<file path="src/rtl/interrupt_responder_pkg.sv">
`default_nettype none
// ============================================================================
// Module      : interrupt_responder_pkg
// Description : Shared FSM state encoding and processor-state field layout
//               for the interrupt responder.
// Revision    : 1.0 - initial release
// ============================================================================
package interrupt_responder_pkg;

    typedef enum logic [1:0] {
        ST_IDLE   = 2'd0,
        ST_ACK    = 2'd1,
        ST_VECTOR = 2'd2,
        ST_RETURN = 2'd3
    } state_t;

    localparam logic [31:0] PSTATE_RST_VALUE = 32'hF00000FF;
    localparam int          GIE_BIT          = 0;
    localparam int          ID_LSB           = 1;
    localparam int          ID_MSB           = 5;
    localparam logic [4:0]  NO_ID            = 5'h1F;

endpackage : interrupt_responder_pkg
`default_nettype wire

</file>
<file path="src/rtl/interrupt_responder_stack.sv">
`default_nettype none
// ============================================================================
// Module      : int_save_stack
// Description : DEPTH-entry LIFO holding {p_state, pc} frames of nested
//               interrupts; top entry is readable combinationally.
// Revision    : 1.0 - initial release
// ============================================================================
module int_save_stack #(
    parameter int DEPTH = 4,
    parameter int WIDTH = 64
) (
    input  logic             clk,
    input  logic             rst,
    input  logic             push_i,
    input  logic             pop_i,
    input  logic [WIDTH-1:0] data_i,
    output logic [WIDTH-1:0] top_o,
    output logic             full_o,
    output logic             empty_o,
    output logic [2:0]       count_o
);

    localparam int AW = (DEPTH > 1) ? $clog2(DEPTH) : 1;

    logic [WIDTH-1:0] mem_q [DEPTH];
    logic [2:0]       count_q;
    logic [AW-1:0]    w_wr_idx;
    logic [AW-1:0]    w_rd_idx;

    assign w_wr_idx = count_q[AW-1:0];
    assign w_rd_idx = AW'(count_q - 3'd1);
    assign full_o   = (count_q == 3'(DEPTH));
    assign empty_o  = (count_q == 3'd0);
    assign count_o  = count_q;
    // Guarded so an empty stack never presents a stale frame.
    assign top_o    = empty_o ? '0 : mem_q[w_rd_idx];

    always_ff @(posedge clk) begin
        if (!rst) begin
            count_q <= 3'd0;
            for (int i = 0; i < DEPTH; i++) begin
                mem_q[i] <= '0;
            end
        end else if (push_i && !full_o) begin
            mem_q[w_wr_idx] <= data_i;
            count_q         <= count_q + 3'd1;
        end else if (pop_i && !empty_o) begin
            count_q <= count_q - 3'd1;
        end
    end

endmodule : int_save_stack
`default_nettype wire

</file>
<file path="src/rtl/interrupt_responder.sv">
`default_nettype none
// ============================================================================
// Module      : interrupt_responder
// Description : Takes filtered interrupt requests, acknowledges them, offers
//               the vector to the core and unwinds nesting on reti.
// Revision    : 1.0 - initial release
// ============================================================================
module interrupt_responder
    import interrupt_responder_pkg::*;
#(
    parameter int          DEPTH      = 4,
    parameter logic [31:0] PSTATE_RST = PSTATE_RST_VALUE
) (
    input  logic        clk,
    input  logic        rst,
    input  logic        int_flag,
    input  logic [4:0]  int_ID,
    input  logic [31:0] ivt_addr,
    input  logic [31:0] pc_in,
    input  logic        reti,
    input  logic        vec_ready,
    output logic        ack_start,
    output logic [4:0]  ack_start_id,
    output logic        ack_end,
    output logic [4:0]  ack_end_id,
    output logic [31:0] p_state,
    output logic        vec_valid,
    output logic [31:0] vec_addr,
    output logic        ret_valid,
    output logic [31:0] ret_pc,
    output logic [2:0]  depth,
    output logic        err
);

    state_t      state_q,  state_d;
    logic [4:0]  id_q,     id_d;
    logic [31:0] addr_q,   addr_d;
    logic [31:0] pstate_q, pstate_d;
    logic [4:0]  end_id_q, end_id_d;
    logic [31:0] retpc_q,  retpc_d;
    logic        err_q,    err_d;

    logic        w_push;
    logic        w_pop;
    logic [63:0] w_top;
    logic        w_full;
    logic        w_empty;

    int_save_stack #(
        .DEPTH (DEPTH),
        .WIDTH (64)
    ) u_stack (
        .clk     (clk),
        .rst     (rst),
        .push_i  (w_push),
        .pop_i   (w_pop),
        .data_i  ({pstate_q, pc_in}),
        .top_o   (w_top),
        .full_o  (w_full),
        .empty_o (w_empty),
        .count_o (depth)
    );

    always_ff @(posedge clk) begin
        if (!rst) begin
            state_q  <= ST_IDLE;
            id_q     <= 5'd0;
            addr_q   <= 32'd0;
            pstate_q <= PSTATE_RST;
            end_id_q <= 5'd0;
            retpc_q  <= 32'd0;
            err_q    <= 1'b0;
        end else begin
            state_q  <= state_d;
            id_q     <= id_d;
            addr_q   <= addr_d;
            pstate_q <= pstate_d;
            end_id_q <= end_id_d;
            retpc_q  <= retpc_d;
            err_q    <= err_d;
        end
    end

    always_comb begin
        state_d  = state_q;
        id_d     = id_q;
        addr_d   = addr_q;
        pstate_d = pstate_q;
        end_id_d = end_id_q;
        retpc_d  = retpc_q;
        err_d    = err_q;
        w_push   = 1'b0;
        w_pop    = 1'b0;
        // Any reti that cannot start a RETURN is dropped and flagged.
        if (reti && (state_q != ST_IDLE || w_empty)) begin
            err_d = 1'b1;
        end
        case (state_q)
            ST_IDLE: begin
                if (reti) begin
                    if (!w_empty) begin
                        state_d  = ST_RETURN;
                        end_id_d = pstate_q[ID_MSB:ID_LSB];
                        retpc_d  = w_top[31:0];
                    end
                end else if (int_flag && pstate_q[GIE_BIT] && !w_full) begin
                    state_d = ST_ACK;
                    id_d    = int_ID;
                    addr_d  = ivt_addr;
                end
            end
            ST_ACK: begin
                w_push                     = 1'b1;
                pstate_d[GIE_BIT]          = 1'b0;
                pstate_d[ID_MSB:ID_LSB]    = id_q;
                state_d                    = ST_VECTOR;
            end
            ST_VECTOR: begin
                if (vec_ready) begin
                    // Stack already holds this frame, so full means max nesting.
                    pstate_d[GIE_BIT] = !w_full;
                    state_d           = ST_IDLE;
                end
            end
            ST_RETURN: begin
                w_pop    = 1'b1;
                pstate_d = w_top[63:32];
                state_d  = ST_IDLE;
            end
            default: state_d = ST_IDLE;
        endcase
    end

    assign ack_start    = (state_q == ST_ACK);
    assign ack_start_id = id_q;
    assign ack_end      = (state_q == ST_RETURN);
    assign ack_end_id   = end_id_q;
    assign ret_valid    = (state_q == ST_RETURN);
    assign ret_pc       = retpc_q;
    assign vec_valid    = (state_q == ST_VECTOR);
    assign vec_addr     = addr_q;
    assign p_state      = pstate_q;
    assign err          = err_q;

endmodule : interrupt_responder
`default_nettype wire

</file>
<file path="config.mk">
export PLATFORM = sky130hd
export DESIGN_NAME = interrupt_responder
export DESIGN_NICKNAME = d
export VERILOG_FILES = /design/src/rtl/interrupt_responder_pkg.sv /design/src/rtl/interrupt_responder_stack.sv /design/src/rtl/interrupt_responder.sv
export SDC_FILE = /design/constraint.sdc
export NUM_CORES = 1
export LEC_CHECK = 0
export CAP_MARGIN = 20
export CORE_MARGIN = 2
export CORE_UTILIZATION = 40
export CTS_CLUSTER_SIZE = 30
export DETAILED_ROUTE_END_ITERATION = 12
export GPL_TIMING_DRIVEN = 0
export SETUP_SLACK_MARGIN = 0.4
export SYNTH_ARGS = -nofsm -noshare
export SYNTH_HDL_FRONTEND = slang
export SYNTH_HIERARCHICAL = 1
export SYNTH_SLANG_ARGS = --single-unit
</file>
<file path="constraint.sdc">
create_clock -name clk -period 7.14 [get_ports clk]
set_input_delay 2.142 -clock clk [delete_from_list [all_inputs] [get_ports clk]]
set_output_delay 2.142 -clock clk [all_outputs]
set_load 0.02 [all_outputs]
</file>
; Word-level counts from Yosys, hierarchy flattened
; Memories as Yosys holds them, arrays and structs flattened.
; Cells that the tools add are included.
; W data, S select, Z words.
[word_totals]
elab_cells = 61
output_inout_bits = 114
n_memories = 1
register_bits = 112
input_bits = 74
mem_bits_rw = 256
[classes]
bitwise = 2
n_reduce_logical = 19
n_mux = 20
add_sub_neg = 2
n_eq_ne = 7
[memory_table]
columns = memory, words, word_bits, rd, rd_ports_with_merged_regs, write_ports, line_no
row1 = u_stack.mem_q, 4, 64, 1, 0, 4, interrupt_responder_stack.sv:25  ; logic [WIDTH-1:0] mem_q [DEPTH];
[ops]
columns = operator, count
row1 = $mux W64, 2
row2 = $reduce_or A64 Y1, 1
row3 = $mux W2, 5
row4 = $pmux W5 S2, 1
row5 = $reduce_and A3 Y1, 3
row6 = $mux W1, 8
row7 = $pmux W2 S4, 1
row8 = $mux W3, 2
row9 = $ne A3 B3 Y1 const B, 2
row10 = $reduce_bool A2 Y1, 3
row11 = $logic_and A1 B1 Y1, 5
row12 = $eq A2 B2 Y1 const B, 2
row13 = $add A3 B1 Y3 const B, 1
row14 = $eq A3 B3 Y1 const B, 1
row15 = $logic_not A3 Y1, 1
row16 = $pmux W1 S3, 1
row17 = $reduce_bool A3 Y1, 1
row18 = $sub A3 B1 Y3 const B, 1
row19 = $eq A2 B1 Y1 const B, 1
row20 = $logic_not A1 Y1, 2
row21 = $logic_not A2 Y1, 1
row22 = $ne A2 B2 Y1 const B, 1
row23 = $not A1 Y1, 2
row24 = $reduce_and A2 Y1, 1
row25 = $logic_or A1 B1 Y1, 1

; Logic depth before layout (Yosys ltp)
; Gate-level depths: netlist (run 1).
[logic_depth]
ltp_word = 8
ltp_mapped = 11
mapped_depth_nobuf = 7

; Hierarchy
; Netlist (run 1), hierarchy kept.
[by_module_without_submodules]
columns = mod, cells_each, instances, area_each_um2, seq_area_each_um2
row1 = int_save_stack, 729, 1, 11863.9, 7747.4
row2 = interrupt_responder, 486, 1, 4230.3, 2182.1

; Worst setup path after synthesis (run 1)
; OpenSTA, ideal clock, no wires.
[synth_path]
path_kind = reg2reg
from = register state_q[0]
to = memory u_stack.mem_q[3][0] (enable)
setup_ns = 0.581
path_buffers = 1
period_less_slack_ns = 6.998
t_required_ns = 6.559
path_slack_ns = 0.142
path_stages_with_launch = 6
arrival_ns = 6.418
path_cell_list = dfxtp_1 clkbuf_1 inv_1 nor2_1 a21bo_2 o31ai_1
[synth_rtl]
columns = element, line_no
row1 = from (decl), interrupt_responder.sv:35  ; state_t state_q, state_d;
row2 = from (signal assigned), interrupt_responder.sv:74  ; state_q <= state_d;
row3 = to (decl), interrupt_responder_stack.sv:25

; Worst setup path in the final report (run 1)
[layout_path]
from = register state_q[0]
to = output ack_start
[layout_via]
elab_chain_len = 1
[layout_lines]
columns = element, line_no
row1 = $eq A2 B1 Y1, interrupt_responder.sv:134  ; assign ack_start = (state_q == ST_ACK);
row2 = to (decl), interrupt_responder.sv:22  ; output logic ack_start,
; No other way between the ends.

==> results.cfg, run 1 <==
[placement]
dp_hpwl_um = 26020
portBuffers = 187
gp_congestion = 0.7359
dp_cells = 1936

[sta]
setup_viol = 0
maxSlewViolCount = 0
holdWs_ps = 450.0
tns_ps = 0
post-route-min-period_ps = 5119
relSlewSlack_pct = 33.01
worstMarginPinSlew_ps = 1001
hold_viol = 0
min_period_over_period_pct = 71.69
fin_worst_skew_ps = 17.39
max_freq_ghz = 0.1954
rsz0062_at_grt = false

[global_routing]
grt_pass1_vias = 10506
antenna_found_initial = 1
grt_usage_pct = 19.06
grt_max_degree = 42
grt_pass1_wl_um = 60360
grt_overflow = 0

[synth]
async_flop_share_pct = 0
synth-main-ff-cell = edfxtp_1
synth.distinct_cells = 45
synth-seq-cells = 368
synth_mux_area_share_pct = 11.46
synth_top_area_cell = edfxtp_1
synth_xor_area_share_pct = 0
yosysTopAreaCellShare_pct = 47.76
synthAdderAreaFrac_pct = 0.2332
synthSimpleGateAreaFrac_pct = 18.95
synthesis.nets = 1292
synthTopCellsByArea = edfxtp_1, dfxtp_1, and2_1, mux4_2, nand2_1
ys_seq_area_share_pct = 61.70
synth-compound-area-share_pct = 3.771
ys_top_cells_by_count = and2_1, edfxtp_1, nand2_1
yosys_warnings = 6
synth_top_family_by_area = simple AND/OR/NAND/NOR gates
synth_cells = 1215
synth_area_um2 = 16090
synth_area_per_cell_um2 = 13.25
post-synth-top-count-cell = and2_1
synth_edf_count = 256

[clock_tree]
cts_setup_buffers = 0
cts-root-buf = clkbuf_16
cts_resized = 0
clk_pin_slew_ps = 60
clockBufferDepth = 3
htree_levels = 2
insertion_delay_ps = 540
cts_tree = built
cts.sinks = 368
cts_buffers = 40
cts_hold_buffers = 0

[finish]
final_layout_size_suffix_gt1_share_pct = 12.42
nets = 1530
syn_to_final_growth_pct = 24.73
layout.cells.non_filler = 2008

[floorplan]
rows = 73
initial_core_util_pct = 40.51
coreArea_um2 = 39730
die-area_um2 = 41860
design.portCount = 188
die_h_um = 204.6
die_x_um = 204.6

[power_and_ir_drop]
p_int_mw = 3.629
power_frac_seq_pct = 51.4
power_frac_comb_pct = 6.4
clock_power_share_pct = 42.3
switchingPower_mw = 1.010
peakVddDrop_mv = 0.1399
power.total_mw = 4.639
p_leak_nw = 7.211
netSwitchingFraction_pct = 21.77
power_density_nw_per_um2 = 231.1

[setup_path]
crit_path_start_kind = register
worstPathCellList = clkbuf_1, inv_1, nor2_1, clkdlybuf4s50_1
cp.required_ps = 5000
critPathArrivalTime_ps = 2980
worstSetupStartpoint = state_q[0]
path_max_fanout = 10
worst_path_max_delay_cell = clkdlybuf4s50_1
critPathTopFamily = buffers and inverters
path_buf_inv = 3
cp-end-kind = primary output
cp_slowest_stage_delay_ps = 740
r2r-start = state_q[0]
path_class = reg2out

[route]
vias = 9864
drc = 0
vias_per_cell = 4.912
final_antenna_net_count = 0
dr.pass1.iters = 5
finalWirelength_um = 39190
drt_iter0_markers = 484
wl_per_cell_um = 19.51

[job]
cap_violations = 0

[hold_path]
min_from = ack_end_id[2]
hold_class = reg2reg

[run_status]
status = complete, no violations
flip-flops by register name, indices dropped and copies added (netlist names):
register and cells:
ack_end_id 5, ack_start_id 5, err 1, p_state 32, ret_pc 32, state_q 2, u_stack/count_o 3, u_stack/mem_q 256
vec_addr 32
through the flow:
step / setup slack, ps / cell area, um2 / util [%]
floorplan: 2087 / 16100 / -
global placement: -747.7 / 18630 / 46.88
detailed placement: 1936 / 18850 / 47.43
CTS: 2047 / 20070 / 50.52
global route: 1915 / 20070 / 50.52
finish: 2021 / 20070 / 50.52
cells in the final DEF (no fill, tap or decap), types with 3 or more instances in the layout:
cell	instances
and2_1	322
edfxtp_1	256
nand2_1	207
clkdlybuf4s50_1	187
dfxtp_1	112
mux4_2	61
clkbuf_1	44
clkbuf_16	40
mux2i_1	38
a21boi_1	30
a21boi_0	28
buf_6	18
buf_4	9
clkinv_1	9
buf_2	8
nor2_1	8
buf_12	8
nor2b_1	7
nand3_1	7
clkinv_2	7
a211oi_1	6
clkbuf_2	6
inv_1	5
o21ai_0	5
nand2b_1	4
buf_8	4
a21oi_1	3
clkbuf_8	3
mux4_1	3
ha_1	3
buf_16	3
path summary, 6_finish.rpt:
| check | endpoint | slack (ps) | cells after the start |
|---|---|---|---|
| setup / recovery | ack_start | 2020 | 4 |
| hold / removal | ack_end_id[2] | 450 | 2 |
| setup reg to reg | u_stack/mem_q[1][44] | 3290 | 8 |
| hold reg to reg | ack_end_id[2] | 450 | 2 |
metal layers:
metal / track usage, % / up-vias / part of all wire (%)
li1: - / 4719 / -
met1: 24.59 / 4899 / 43
met2: 32.98 / 193 / 51
met3: 3.070 / 53 / 4.5
met4: 5.668 / 0 / 2.1
met5: 0 / - / 0
area by class of cell:
cell class / count / area (um2)
Sequential cell: 368 / 9930
Inverter: 6 / 22.52
Multi-Input combinational cell: 756 / 5579
Tap cell: 525 / 656.9
Clock inverter: 20 / 153.9
Timing Repair Buffer: 196 / 2054
Buffer: 85 / 603.1
Fill cell: 3490 / 19660
Clock buffer: 51 / 1072
Antenna cell: 1 / 2.502
worst register-to-register path, cell delays in order, from the launching register on:
cell	delay, ps
dfxtp_1	460
clkbuf_1	380
inv_1	230
nor2_1	640
nand2_1	350
nor4_2	330
buf_4	310
nand2b_4	520
buf_16	320
cell families after synthesis:
logic type | after synthesis
fa+ha+maj | 3
mux | 103
simple gates | 567
buf+inv | 91
flops | 368
compound gates | 83
power by group through the flow:
stage          Sequential, mW  Combinational (mW)  Clock, mW
6_report                 2.38               0.295       1.96
3_3_place_gp             2.44               0.283          0
4_1_cts                  2.38               0.300       2.01
5_1_grt                  2.39               0.317       2.09
2_1_floorplan            2.44               0.131          0
3_5_place_dp             2.43               0.300          0
Power figures use the tool's default switching activity.
==> run 2: changes to the inputs <==
Clock period 7.14 ns to 5.1 ns, I/O delays scaled along.
==> results.cfg, run 2 (same netlist as run 1, synthesis figures left out) <==
[setup_path]
crit_path_start_kind = register
cp.required_ps = 3570
critPathArrivalTime_ps = 2930
rrSetupSlack_ps = 1410
path_class = reg2out
cp-end-kind = primary output
path_max_fanout = 10

[clock_tree]
cts.sinks = 368
cts_hold_buffers = 0
cts_resized = 0
insertion_delay_ps = 550
cts_tree = built
cts_buffers = 41
htree_levels = 2
cts-root-buf = clkbuf_16
clk_pin_slew_ps = 60
clockBufferDepth = 3
cts_setup_buffers = 0

[global_routing]
grt_pass1_wl_um = 59680
grt_overflow = 0
grt_max_degree = 38
antenna_found_initial = 1
grt_pass1_vias = 10258
grt_usage_pct = 18.89

[finish]
nets = 1532
layout.cells.non_filler = 2014
largest_reg_flops = 256
syn_to_final_growth_pct = 26.34
top_register = u_stack/mem_q
mostFrequentLayoutCells = and2_1, edfxtp_1, nand2_1, clkdlybuf4s50_1, dfxtp_1
layout_commonest_cell = and2_1
final_layout_size_suffix_gt1_share_pct = 13.24
nFillCells = 3475

[route]
dr.pass1.iters = 5
finalWirelength_um = 38630
wl_per_cell_um = 19.18
vias = 9813
vias_per_cell = 4.872
drc = 0
final_antenna_net_count = 0
drt_iter0_markers = 537

[power_and_ir_drop]
power_frac_seq_pct = 48.2
clock_power_share_pct = 45.8
power_density_nw_per_um2 = 340.1
power_frac_comb_pct = 6.0
power.total_mw = 6.916
netSwitchingFraction_pct = 21.05
switchingPower_mw = 1.456
peakVddDrop_mv = 0.2038
p_leak_nw = 7.346
p_int_mw = 5.461

[floorplan]
rows = 73
initial_core_util_pct = 40.51
die_x_um = 204.6
design.portCount = 188
die-area_um2 = 41860
die_h_um = 204.6
coreArea_um2 = 39730

[placement]
portBuffers = 187
gp_congestion = 0.7377
dp_hpwl_um = 25740
dp_cells = 1937

[sta]
fin_worst_skew_ps = 15.95
maxSlewViolCount = 0
min_period_over_period_pct = 87.46
hold_viol = 0
worstMarginPinSlew_ps = 889.9
max_freq_ghz = 0.2242
post-route-min-period_ps = 4460
setup_viol = 0
rsz0062_at_grt = false
relSlewSlack_pct = 40.42

[run_status]
status = complete, no violations

[job]
cap_violations = 0

[hold_path]
hold_class = reg2reg
-- run 2: cell types whose count changed in the layout (fill, tap and decap cells not counted) --
cell	previous run	this run
buf_12	8	7
buf_16	3	5
bufinv_16	2	8
clkbuf_1	44	37
clkbuf_16	40	43
clkbuf_8	3	2
clkinv_2	7	12
clkinv_8	1	0
-- run 2: layout make-up --
type / count / area, um2 / area share [%]
Clock buffer: 46 / 1107 / 5.446
Tap cell: 525 / 656.9 / 3.231
Antenna cell: 1 / 2.502 / 0.01231
Multi-Input combinational cell: 756 / 5579 / 27.44
Sequential cell: 368 / 9930 / 48.83
Timing Repair Buffer: 197 / 2090 / 10.28
Buffer: 85 / 603.1 / 2.966
Clock inverter: 30 / 342.8 / 1.686
Inverter: 6 / 22.52 / 0.1108
-- run 2: routing by layer --
metal,wire (um),global-route usage (%),vias to the layer above
li1,-,-,4728
met2,19310,32.40,183
met1,16630,24.39,4838
met3,1811,3.754,62
met5,13,0,-
met4,870,5.021,2
-- run 2: power groups by stage --
| stage | sequential [mW] | combinational, mW | clock (mW) |
|---|---|---|---|
| 3_5_place_dp | 3.40 | 0.422 | 0 |
| 6_report | 3.34 | 0.415 | 3.17 |
| 5_1_grt | 3.35 | 0.446 | 3.36 |
| 3_3_place_gp | 3.41 | 0.395 | 0 |
| 4_1_cts | 3.34 | 0.424 | 3.23 |
| 2_1_floorplan | 3.42 | 0.183 | 0 |
-- run 2: path summary, 6_finish.rpt --
path	from	end	cells after the start
setup / recovery	state_q[0]	ack_start	4
hold / removal	ret_pc[28]	ret_pc[28]	2
setup reg to reg	state_q[0]	u_stack/mem_q[1][62]	8
hold reg to reg	ret_pc[28]	ret_pc[28]	2
-- run 2: stage by stage --
step	setup slack (ps)	instance area (um2)	TNS [ps]	utilization, %	hold WS (ps)
final	639.6	20330	0	51.18	450.7
after detailed placement	627.3	18880	0	47.52	444.9
after floorplan	956.8	16110	0	-	531.4
after global placement	-1466	18640	-237920	46.92	441.5
after CTS	608.7	20330	0	51.17	452.9
after global routing	534.2	20330	0	51.17	466.6
-- run 2: worst max-delay path, stage by stage, from the launching register on --
cell and delay [ps]:
dfxtp_1 450, clkbuf_1 360, inv_1 220, nor2_1 600, clkdlybuf4s50_1 740
==> run 3: changes to the inputs <==
Clock period 5.1 ns to 3.9 ns, I/O delays scaled along.
==> results.cfg, run 3 (same netlist as run 1, synthesis figures left out) <==
[sta]
post-route-min-period_ps = 3323
relSlewSlack_pct = 43.32
rsz0062_at_grt = false
maxSlewViolCount = 0
timing.final.ws_setup_ps = 576.6
fin_worst_skew_ps = 23.29
hold_viol = 0
worstMarginPinSlew_ps = 850.1
max_freq_ghz = 0.3009
min_period_over_period_pct = 85.22
setup_viol = 0

[setup_path]
cp-end-kind = primary output
path_buf_inv = 3
critPathArrivalTime_ps = 2150
path_max_fanout = 10
critPathTopFamily = buffers and inverters
worstPathCellList = clkbuf_2, inv_1, nor2_4, dlygate4sd2_1
cp.required_ps = 2730
worst_path_max_delay_cell = dfxtp_1
path_class = reg2out
cp_slowest_stage_delay_ps = 490
crit_path_start_kind = register

[clock_tree]
cts_buffers = 41
cts-root-buf = clkbuf_16
cts.sinks = 368
clk_pin_slew_ps = 60
cts_hold_buffers = 0
insertion_delay_ps = 560
clockBufferDepth = 3
cts_tree = built
htree_levels = 2

[power_and_ir_drop]
p_int_mw = 6.770
power_frac_seq_pct = 50.5
netSwitchingFraction_pct = 21.63
p_leak_nw = 7.274
peakVddDrop_mv = 0.2904
clock_power_share_pct = 43.3
switchingPower_mw = 1.868
power.total_mw = 8.639
power_frac_comb_pct = 6.2
power_density_nw_per_um2 = 428.7

[global_routing]
grt_overflow = 0
grt_usage_pct = 18.77
antenna_found_initial = 2
grt_pass1_wl_um = 59380
grt_max_degree = 35
grt_pass1_vias = 10192

[placement]
portBuffers = 187
gp_congestion = 0.7223
place_area_um2 = 18820
detailedPlace.worstSlack_ps = -308.9
dp_hpwl_um = 25660

[finish]
largest_reg_flops = 256
nets = 1531
top_register = u_stack/mem_q
final_layout_size_suffix_gt1_share_pct = 12.51
finish.utilization_pct = 50.72
nFillCells = 3514
mostFrequentLayoutCells = and2_1, edfxtp_1, nand2_1, clkdlybuf4s50_1, dfxtp_1
finalInstanceArea_um2 = 20150
layout_commonest_cell = and2_1
syn_to_final_growth_pct = 25.20

[route]
dr.pass1.iters = 4
drc = 0
wl_per_cell_um = 19.22
final_antenna_net_count = 0
vias_per_cell = 4.851
finalWirelength_um = 38680
drt_iter0_markers = 499
vias = 9765

[floorplan]
die_x_um = 204.6
die_h_um = 204.6
initial_core_util_pct = 40.51
coreArea_um2 = 39730
rows = 73
die-area_um2 = 41860
design.portCount = 188

[job]
cap_violations = 0

[run_status]
status = complete, no violations

[hold_path]
hold_class = reg2reg
==> run 3: cell count changes in the layout (fill, tap and decap cells not counted), moves of 3 or more <==
| cell | previous run | this run |
|---|---|---|
| clkinv_1 | 9 | 5 |
| buf_12 | 7 | 11 |
| buf_16 | 5 | 1 |
| clkdlybuf4s50_1 | 187 | 183 |
| bufinv_16 | 8 | 2 |
| clkbuf_1 | 37 | 52 |
| clkinv_2 | 12 | 5 |
| dlygate4sd2_1 | 0 | 3 |
==> run 3: tightest hold or removal path, stage by stage (launching register included) <==
cell and delay (ps):
dfxtp_1 300, nand2_1 50, a21boi_1 50
==> run 3: area by class of cell <==
class	instances	area [um2]	area share, %
clock buffers	62	1167	5.793
repair buffers	196	2043	10.14
plain buffers	85	610.6	3.030
flip-flops and latches	368	9930	49.28
inverters	6	27.53	0.1366
clock inverters	14	121.4	0.6023
well taps	525	656.9	3.260
diodes	1	2.502	0.01242
multi-input cells	756	5592	27.75
==> run 3: power by group through the flow <==
stage,Combinational (mW),Clock (mW),Sequential [mW]
after CTS,0.546,3.82,4.36
after detailed placement,0.545,0,4.45
after global routing,0.575,3.98,4.38
after global placement,0.519,0,4.45
final,0.536,3.74,4.36
after floorplan,0.241,0,4.47
==> run 3: final timing paths <==
path	slack, ps	from	depth (start not counted)	endpoint
max	580	state_q[0]	4	ack_start
min	450	ack_end_id[0]	2	ack_end_id[0]
max reg2reg	690	state_q[0]	8	u_stack/mem_q[1][48]
min reg2reg	450	ack_end_id[0]	2	ack_end_id[0]
==> run 3: what timing repair did <==
action	CTS	global route
setup buffers	0	1
pin swaps	0	1
gates cloned	0	0
endpoints found under the setup margin	71	30
resized for setup	8	1
==> run 3: through the flow <==
step                      std cells  TNS [ps]  hold slack, ps
after floorplan                1215         0           531.4
after global placement         1927   -264010           439.8
after detailed placement       1935    -20600           444.2
after CTS                      2011         0           451.7
after global routing           2012         0           465.5
final                          2013         0           448.3
==> run 3: layer usage <==
layer,GRT usage [%],vias up,share of wire [%]
li1,-,4720,-
met1,24.63,4818,44
met2,32.25,177,50
met3,3.086,48,4.2
met4,4.995,2,1.7
met5,0,-,0.036
==> RTL edit 1, RTL diff (settings of run 3) <==
Take the reset off `id_q` and `addr_q` and load them in a clocked block of their own.
--- a/src/rtl/interrupt_responder.sv
+++ b/src/rtl/interrupt_responder.sv
@@ -65,6 +65,4 @@
         if (!rst) begin
             state_q  <= ST_IDLE;
-            id_q     <= 5'd0;
-            addr_q   <= 32'd0;
             pstate_q <= PSTATE_RST;
             end_id_q <= 5'd0;
@@ -73,6 +71,4 @@
         end else begin
             state_q  <= state_d;
-            id_q     <= id_d;
-            addr_q   <= addr_d;
             pstate_q <= pstate_d;
             end_id_q <= end_id_d;
@@ -80,4 +76,9 @@
             err_q    <= err_d;
         end
+    end
+
+    always_ff @(posedge clk) begin
+        id_q   <= id_d;
+        addr_q <= addr_d;
     end
 
Function: differs if rst is asserted again (counterexample within 4 cycles, from zero or initial values and one cycle with rst low); with rst held inactive, the same outputs for 4 cycles.
==> RTL edit 1 against run 3 <==
Sequential power grew 1%; area after synthesis decreased by 2.9%; worst setup slack lost 0.19 ns; clock power rose by 5.9%; routed wire length decreased by 1.9%; non-clock buffer count fell by 5; sequential cell count unchanged; total power grew 2.7%; utilization is 0.81 points higher; cell area decreased by 1.2%; largest cell class unchanged.
==> RTL edit 1: results (changes against run 3) <==
GP Congestion: 0.7418 (+2.7%)
Clock network area share: 6.994% (+0.60 points)
Worst setup margin: 0.3898 ns (-0.1868 ns)
Status: finished clean
Seq cells: 368 (unchanged)
Sequential area share after synthesis: 65.92% (+4.2 points)
Peak VDD IR: 352.2 uV (+21%)
Worst Path Max Fanout: 15 (+5)
Detailed placer's ending HPWL: 25.39 mm (-1.1%)
Comb_multi_in: 638 (-16%)
Clk_lat worst skew: 0.53 ns (-0.03 ns)
Non-clk bufs: 276 (-1.8%)
Antenna Cells: 2 (+1)
First-pass GRT wire length: 59.02 mm (-0.62%)
Adder-cell share of the synthesized area: 0.2402% (+0.0070 points)
Number of library cell types mapped by synthesis: 46 (+2.2%)
Hold Slack: 0.4465 ns (-0.001764 ns)
Multi-input logic portion of the cell area: 24.23% (-3.5 points)
Number of global-route vias before repair: 9981 (-2.1%)
Finished Cell Area: 19910 sq um (-1.2%)
DR vias/cell: 4.975 (+2.6%)
Commonest cells post-synth: and2_1 (322), edfxtp_1 (293), nand2_1 (94)
Placed insts: 1807 (-6.6%)
Critical path arrival: 2.34 ns (+0.19 ns)
Clock skew: 0.01474 ns (-0.008543 ns)
Reg2reg setup slack: 0.72 ns (+0.03 ns)
Num CTS Buffers: 42 (+2.4%)
Nonclk inv count: 7 (+1)
Compound-Gate Fraction of Synth Area: 2.803% (-0.97 points)
Fraction of area in non-clock buffers: 13.62% (+0.45 points)
Final instance count without filler cells: 1886 (-6.3%)
Core box area: 38650 sq um (-2.7%)
Starting DRT DRC Count: 525 (+5.2%)
Top post-synthesis cells by area: edfxtp_1 (56%), and2_1 (13%), dfxtp_1 (9.6%)
Overall Global Routing Usage: 19.14% (+0.36 points)
Layout clock buffer count: 60 (-3.2%)
Final WL: 37.95 mm (-1.9%)
Seq area share: 51.73% (+2.5 points)
Pleak: 0.007113 uW (-2.2%)
Fillers: 3265 (-7.1%)
RTL edit 1: what timing repair did:
action                                  4_1_cts  5_1_grt
endpoints found under the setup margin        3       89
buffers inserted                              0        0
gates resized for setup                       4        2
RTL edit 1: report_power, final:
| group | switching, uW | internal, uW |
|---|---|---|
| Sequential | 43.8 | 4370 |
| Clock | 1500 | 2460 |
| Combinational | 257 | 229 |
RTL edit 1: metal layers:
metal	GRT usage, %	part of all wire (%)
met1	24.64	43
met2	32.24	49
met3	4.649	6.3
met4	5.515	2.1
met5	0	0.034
RTL edit 1: final timing paths:
kind,start,to,depth (start not counted)
setup / recovery,state_q[1],ret_valid,5
hold / removal,ret_pc[10],ret_pc[10],2
setup reg to reg,u_stack/count_o[0],ret_pc[22],11
hold reg to reg,ret_pc[10],ret_pc[10],2
RTL edit 1: worst max-delay path, cell delays in order (launching register included):
cell,delay [ns]
dfxtp_1,0.48
nand2_4,0.17
inv_4,0.16
buf_4,0.27
buf_4,0.14
clkdlybuf4s50_1,0.59
==> RTL edit 2, RTL diff (flow settings as in run 3) <==
Made on the original files. `DEPTH` is set to 4 in 2 places; all go to 2.
--- a/src/rtl/interrupt_responder_stack.sv
+++ b/src/rtl/interrupt_responder_stack.sv
@@ -7,5 +7,5 @@
 // ============================================================================
 module int_save_stack #(
-    parameter int DEPTH = 4,
+    parameter int DEPTH = 2,
     parameter int WIDTH = 64
 ) (
--- a/src/rtl/interrupt_responder.sv
+++ b/src/rtl/interrupt_responder.sv
@@ -9,5 +9,5 @@
     import interrupt_responder_pkg::*;
 #(
-    parameter int          DEPTH      = 4,
+    parameter int          DEPTH      = 2,
     parameter logic [31:0] PSTATE_RST = PSTATE_RST_VALUE
 ) (
Check against the original RTL: no difference found for any inputs over 4 cycles, from zero or initial values and one cycle with rst low; that may be too few to reach the edited logic, so the function may still have changed.
==> RTL edit 2 against run 3 <==
Sequential power down 33%; sequential cell count down 128; utilization up 3.2 points; cell count down 25%; sequential share of layout area down 4.5 points; hold slack better by 0.0023 ns; area after synthesis down 36%; cell area down 33%; worst setup slack worse by 0.030 ns; total power down 20%; routed wire length down 36%; register-to-register slack better by 0.37 ns; largest cell class unchanged.
==> RTL edit 2: results (changes against run 3) <==
Clock skew: 0.007686 ns (-0.01560 ns)
Critical path arrival: 2.18 ns (+0.03 ns)
Largest net degree at the start of global routing: 44 (+26%)
Nets: 1227 (-20%)
GP Congestion: 0.7512 (+4.0%)
Hold Startpoint: ret_pc[19]
Commonest cells post-synth: nand2_1 (204), and2_1 (128), edfxtp_1 (128)
Met3 Use GR: 2.929% (-0.16 points)
Overall Global Routing Usage: 18.29% (-0.49 points)
Largest register FFs: 128 (-50%)
Clk_lat worst skew: 0.52 ns (-0.04 ns)
Sequential area share after synthesis: 59.38% (-2.3 points)
Pleak: 0.004945 uW (-32%)
DP Area: 12590 sq um (-33%)
CP startpoint: state_q[1]
Final WL: 24.64 mm (-36%)
Critical path's slowest cell: clkdlybuf4s50_1
Wire length on met3: 1.223 mm (-25%)
GR Util met1: 24.19% (-0.44 points)
Worst-Margin Slew: 0.8706 ns (+0.02050 ns)
Top Metal Used: met4
Met2 WL: 11.91 mm (-39%)
Synth Area per Inst: 11.00 sq um (-17%)
Number of library cell types mapped by synthesis: 42 (-6.7%)
Number of global-route vias before repair: 7181 (-30%)
Final instance count without filler cells: 1500 (-25%)
Peak VDD IR: 304.1 uV (+4.7%)
Grt met2 use: 31.69% (-0.57 points)
Port-buffer cells: 186 (-0.53%)
Net count after synthesis: 1010 (-22%)
Starting DRT DRC Count: 329 (-34%)
Crit-path max cell delay: 0.62 ns (+0.13 ns)
Status: finished clean
First-pass GRT wire length: 38.38 mm (-35%)
H-Tree Level Count: 1 (-1)
Top post-synthesis cells by area: edfxtp_1 (38%), dfxtp_1 (22%), mux2i_1 (9.9%)
Share of cells above drive strength 1: 8.554% (-4.0 points)
Detailed placer's ending HPWL: 16.75 mm (-35%)
RTL edit 2: path summary, 6_finish.rpt:
check / endpoint / cells after the start / slack [ns]
setup / recovery: ack_end / 5 / 0.55
hold reg to reg: ret_pc[19] / 2 / 0.45
setup reg to reg: u_stack/mem_q[1][12] / 8 / 1.06
hold / removal: ret_pc[19] / 2 / 0.45
RTL edit 2: kinds of logic after synthesis:
logic type                 count (synthesis)  synth area share [%]
adders and majority gates                  4                0.4883
buffers and inverters                     72                 4.358
AOI/OAI and AO/OA                         79                 5.640
muxes                                    101                 9.863
xor gates and xnor gates                   1               0.08546
DFF                                      240                 59.38
and+or+nand+nor                          435                 20.19
RTL edit 2: critical path: cells and delay by family, from the launching register on:
family	cells	cell delay (ns)
and+or+nand+nor	1	0.18
DFF	1	0.39
buffers and inverters	4	1.09
RTL edit 2: power by group:
group	internal (uW)	leakage (uW)	switching, uW
clock	1710	0.000474	1010
combinational	534	0.00224	744
sequential	2840	0.00223	84.9
total	5080	0.00494	1840
RTL edit 2: repair_timing:
item	4_1_cts	5_1_grt
gates resized for setup	6	1
cloned	0	0
setup endpoints to repair	3	1
setup buffers	1	0
endpoints found under the hold margin	0	0
pin swaps	0	0
hold buffers	0	0
RTL edit 2: layout make-up:
cell class / count / area (sq um)
Clock buffer: 33 / 759.5
Inverter: 8 / 32.53
Sequential cell: 240 / 6086
Timing Repair Buffer: 189 / 1926
Buffer: 64 / 424.2
Fill cell: 2256 / 11590
Clock inverter: 15 / 209.0
Tap cell: 330 / 412.9
Multi-Input combinational cell: 620 / 3735
Antenna cell: 1 / 2.502
